==> src/rtl/sr194_load_shift_ctrl.sv <==
// Sequencer for a '194 universal shift register: parallel-loads a handshaken word, then right-shifts it out of QD (D first).
// Accept -> first SER_VALID in 2 cycles, -> DONE pulse in SHIFTS+2; IN_READY is low while busy or while ABORT is high.
module sr194_load_shift_ctrl #(
  parameter int SHIFTS = 4,
  parameter int CW     = 4
) (
  input  logic       CLK,
  input  logic       CLR,
  input  logic       IN_VALID,
  output logic       IN_READY,
  input  logic [3:0] IN_DATA,
  input  logic       FILL,
  input  logic       ABORT,
  output logic       S1,
  output logic       S0,
  output logic       A,
  output logic       B,
  output logic       C,
  output logic       D,
  output logic       RIN,
  output logic       LIN,
  input  logic       QD,
  output logic       SER_OUT,
  output logic       SER_VALID,
  output logic       BUSY,
  output logic       DONE
);

  typedef enum logic [1:0] {
    ST_IDLE  = 2'd0,
    ST_LOAD  = 2'd1,
    ST_SHIFT = 2'd2,
    ST_DONE  = 2'd3
  } state_t;

  localparam logic [CW-1:0] LAST_CNT = CW'(SHIFTS - 1);

  state_t        r_state;
  state_t        w_next_state;
  logic [CW-1:0] r_cnt;
  logic [CW-1:0] w_next_cnt;
  logic [3:0]    r_word;
  logic          r_fill;
  logic          w_accept;

  assign w_accept = (r_state == ST_IDLE) & IN_VALID & ~ABORT;

  always_ff @(posedge CLK or posedge CLR) begin
    if (CLR) begin
      r_state <= ST_IDLE;
      r_cnt   <= '0;
      r_word  <= '0;
      r_fill  <= 1'b0;
    end else begin
      r_state <= w_next_state;
      r_cnt   <= w_next_cnt;
      if (w_accept) begin
        r_word <= IN_DATA;
        r_fill <= FILL;
      end
    end
  end

  // Mode selects and status are decoded from state only; SER_OUT is the sole input-to-output path besides IN_READY.
  always_comb begin
    w_next_state = r_state;
    w_next_cnt   = r_cnt;
    IN_READY     = 1'b0;
    S1           = 1'b0;
    S0           = 1'b0;
    RIN          = 1'b0;
    SER_OUT      = 1'b0;
    SER_VALID    = 1'b0;
    BUSY         = 1'b1;
    DONE         = 1'b0;
    unique case (r_state)
      ST_IDLE: begin
        BUSY     = 1'b0;
        IN_READY = ~ABORT;
        if (w_accept) begin
          w_next_state = ST_LOAD;
        end
      end
      ST_LOAD: begin
        S1         = 1'b1;
        S0         = 1'b1;
        w_next_cnt = '0;
        w_next_state = ABORT ? ST_IDLE : ST_SHIFT;
      end
      ST_SHIFT: begin
        S0        = 1'b1;
        RIN       = r_fill;
        SER_VALID = 1'b1;
        SER_OUT   = QD;
        if (ABORT) begin
          w_next_state = ST_IDLE;
          w_next_cnt   = '0;
        end else if (r_cnt == LAST_CNT) begin
          w_next_state = ST_DONE;
          w_next_cnt   = '0;
        end else begin
          w_next_cnt = r_cnt + CW'(1);
        end
      end
      ST_DONE: begin
        DONE         = 1'b1;
        w_next_state = ST_IDLE;
      end
      default: begin
        w_next_state = ST_IDLE;
      end
    endcase
  end

  assign A   = r_word[3];
  assign B   = r_word[2];
  assign C   = r_word[1];
  assign D   = r_word[0];
  assign LIN = 1'b0;

endmodule

==> config.mk <==
export PLATFORM = sky130hd
export DESIGN_NAME = sr194_load_shift_ctrl
export DESIGN_NICKNAME = d
export VERILOG_FILES = /design/src/rtl/sr194_load_shift_ctrl.sv
export SDC_FILE = /design/constraint.sdc
export NUM_CORES = 1
export LEC_CHECK = 0
export ABC_AREA = 1
export CORE_UTILIZATION = 46
export DETAILED_ROUTE_END_ITERATION = 8
export GPL_ROUTABILITY_DRIVEN = 0
export PLACE_DENSITY = 0.82
export SLEW_MARGIN = 15
export SYNTH_ARGS = -nofsm -noshare
export SYNTH_HDL_FRONTEND = slang
export SYNTH_SLANG_ARGS = --single-unit
==> constraint.sdc <==
create_clock -name CLK -period 4.45 [get_ports CLK]
set_clock_uncertainty 0.15 [all_clocks]
set_input_delay 1.335 -clock CLK [delete_from_list [all_inputs] [get_ports CLK]]
set_output_delay 1.335 -clock CLK [all_outputs]
set_load 0.02 [all_outputs]
# After elaboration in Yosys (flattened, before gate mapping)
# Index checks and enable logic that the tools add are counted.
dict set report op_classes {
  add_sub_neg 1
  n_eq_ne 6
  n_mux 16
  bitwise_logic 3
  reduce_logical 4
}
# cell count
set ops {}
lappend ops {{$mux 1} 8}
lappend ops {{$mux 2} 4}
lappend ops {{$mux 4} 2}
lappend ops {{$pmux 2 s4} 1}
lappend ops {{$pmux 4 s2} 1}
lappend ops {{$add 4x1->4 const B} 1}
lappend ops {{$eq 2x2->1 const B} 2}
lappend ops {{$eq 4x2->1 const B} 1}
lappend ops {{$ne 3x3->1 const B} 1}
lappend ops {{$and 1x1->1} 2}
lappend ops {{$eq 2x1->1 const B} 1}
lappend ops {{$logic_not 2->1} 1}
lappend ops {{$ne 2x2->1 const B} 1}
lappend ops {{$reduce_and 2->1} 1}
lappend ops {{$reduce_bool 2->1} 1}
lappend ops {{$reduce_or 2->1} 1}
lappend ops {{$not 1->1} 1}
dict set report word_totals {
  regBits 11
  output_inout_bits 13
}

# Longest topological paths before layout
# Gate-level depths: netlist of the first run.
dict set report depth {
  ltp_word 5
  mapped_depth 8
  depth_no_buf 8
}

# Least setup slack after synthesis of the first run
# No wires, ideal clock.
dict set report synth_timing {
  kind {input to output}
  from {input ABORT}
  to {output IN_READY}
  arrival_ps 1527
  slack_ps 1438
  cell_stages 1
  n_path_buf 0
  cell_sequence {nor2_4}
}
dict set report synth_between {
  elab_chain_cells 2
}
# element line_no
set synth_lines {}
lappend synth_lines {{from (decl)} 13} ;# input logic ABORT,
lappend synth_lines {{$not 1->1} 79} ;# IN_READY = ~ABORT;
lappend synth_lines {{$mux 1} 76} ;# unique case (r_state)
lappend synth_lines {{to (decl)} 10} ;# output logic IN_READY,
# No other way between the ends.

# Worst setup path after layout of the first run
# Ends and elaborated chain as after synthesis.

==> metrics.txt, run 1 <==
fillcell total=113; critical path arrival=2.63 ns; post-DP HPWL=1000 µm; VDD IR max=0.000405 V; Hold Buf Count CTS=0; num ports=23; Syn Nets=94; I/O Buffers=21; row count=13; Reg clk slew, reported paths=0.07 ns; Die Span Y=39.4 µm; critical path required time=2.96 ns; worst r2r src=r_state[1]; Place WS=0.334 ns; period utilization=0.924; Max Freq=0.243 GHz; Yosys cell types=17; Syn Area/Cell=8.14 µm²; first-pass GRT wire length=2100 µm; die width=39.4 µm; insertion delay to the later sink of the worst-skew pair=0.26 ns; RSZ-0062 raised after global routing=no; r2r worst-path depth=6; DRT Pass-1 Iters=3; worst path bufs/invs=2; Mapped Cells=79; CTS tree=done; number of diodes=0; routed len/inst=10.4 µm; final hold vios=0; r2r setup slk=2.90 ns; MaxCap Viol Count=0; sequential fraction of the synthesis area=0.428; total negative setup slack=0 ns; root buffer cell=clkbuf_4; number of global-route vias before repair=498; # setup viols final=0; Tot GR Track Use=0.201; Max Root-Sink Buffers=2; max incr delay on CP=0.63 ns; endpoint type of the worst setup path=primary output; DR DRC count=0; TritonCTS Buffers=3; Period minus WS final=4.11 ns; CP Launch Type=input pin; Crit path max-delay family=buffers and inverters; Syn-to-layout area delta=38.5%; Worst Min Path Start=r_word[2]; Sink Count=11; Starting Density=0.494; pwr dens=635 nW/µm²; max-slew violations=0; grt ovf=0; initial antenna violation count=0; full die area=1550 µm²; FF-to-FF End=r_cnt[2]; Detail Route Antenna Nets=0; kind of critical path=in2out; Final nets=119; crit path cell chain=clkdlybuf4s50_1, nor2_4, clkdlybuf4s50_1; DRT iter0 DRCs=7; Worst Path Max Fanout=6; largest net degree at the start of global routing=12; post-CTS resize count=0; Layout Cells excl Fill=118; overall power=0.566 mW; Seq cells post-synth=11; vias post-DR=554; Hold Crit Endpoint=r_word[2]; post-synth design cell area=643 µm²; drt total wl=1230 µm; setup ws final=0.338 ns; htree depth=1; Core ar.=1300 µm²; share of post-route cells with drive strength above 1=0.126; LEAKAGE=0.439 nW; Inst Count DP=114; worst hold path type=reg2reg; YS warnings=0; worst hold stages=2; most used cell, CP=clkdlybuf4s50_1; Post-CTS Setup Bufs=0; Slowest cell on crit path=clkdlybuf4s50_1; Vias/cell=4.69; run status=completed
-- metal layers --
| metal | global-route usage | share of wire | up-vias |
|---|---|---|---|
| li1 | - | - | 286 |
| met3 | 0.0511 | 0.056 | 0 |
| met4 | 0.0517 | 0 | 0 |
| met5 | 0 | 0 | - |
| met2 | 0.367 | 0.52 | 14 |
| met1 | 0.230 | 0.42 | 254 |
-- cell usage after synthesis, drive strengths merged --
cell type	n	area [µm²]
o21bai	1	7.51
dfrtp	11	275
nand3	8	52.6
nand2	30	128
xnor2	2	17.5
conb	1	3.75
ha	5	62.6
a21oi	1	8.76
buf	1	7.51
nor2	8	37.5
o21ai	1	5.00
inv	10	37.5
-- cell type report --
| type | instances | area (µm²) | area share |
|---|---|---|---|
| tap | 15 | 18.8 | 0.0211 |
| sequential | 11 | 275 | 0.309 |
| clock buffer | 4 | 26.3 | 0.0295 |
| inverter | 10 | 37.5 | 0.0421 |
| timing repair buffer | 21 | 210 | 0.236 |
| multi-input combinational | 57 | 323 | 0.362 |
-- kinds of logic after synthesis --
family,share of synthesized area
other,0.00583
XOR/XNOR,0.0272
AND/OR/NAND/NOR,0.339
flip-flops,0.428
buffers and inverters,0.0700
AO/OA/AOI/OAI,0.0331
adder cells (fa/ha/maj),0.0973
-- flip-flops by register name, indices dropped and copies added (netlist names) --
| register | cells |
|---|---|
| r_cnt | 4 |
| r_fill | 1 |
| r_state | 2 |
| r_word | 4 |
-- metrics by stage --
stage	area, µm²	utilization	hold WS, ns
final	891	0.685	0.331
after global routing	891	0.685	0.351
after CTS	891	0.685	0.335
after detailed placement	865	0.664	0.315
after global placement	865	0.664	0.313
after floorplan	643	-	0.299
-- worst reg2reg max path, stage by stage (launching register included) --
cell     delay [ns]
dfrtp_1        0.41
inv_1          0.08
ha_1           0.40
nand2_1        0.11
xnor2_1        0.16
inv_1          0.06
nor2_1         0.11
-- power breakdown --
group | switching [mW] | internal [mW]
logic | 0.189 | 0.148
clock network | 0.0337 | 0.0346
registers | 0.0245 | 0.136
total | 0.247 | 0.319
-- cell usage in the layout (no fill, tap or decap) --
cell type / n
nand2_1: 26
inv_2: 3
xnor2_1: 2
clkbuf_4: 3
inv_1: 7
nand2_2: 3
a21oi_2: 1
conb_1: 1
nor2_4: 1
nand3_1: 7
nor2_1: 7
ha_1: 5
clkbuf_1: 1
clkdlybuf4s50_1: 21
o21bai_1: 1
nand3_4: 1
dfrtp_1: 11
nand2_4: 1
o21ai_0: 1
-- how the worst max path moves through the flow --
stage | startpoint | to | slack, ns | depth (start not counted)
after floorplan | ABORT | IN_READY | 1.44 | 1
after global placement | ABORT | IN_READY | 0.37 | 3
after detailed placement | ABORT | IN_READY | 0.33 | 3
after CTS | ABORT | IN_READY | 0.33 | 3
after global routing | ABORT | IN_READY | 0.27 | 3
final | ABORT | IN_READY | 0.34 | 3
Note: power is estimated with default switching activity, not from simulation.
==> run 2: changes to the inputs <==
ABC_CLOCK_PERIOD_IN_PS = 4450   (was default)
==> results of run 2 <==
No change in the layout: final DEF, timing and power equal those of run 1.
==> run 3: changes to the inputs <==
TNS_END_PERCENT = 1   (was default)
==> results of run 3 <==
No change in the layout: final DEF, timing and power equal those of run 1.
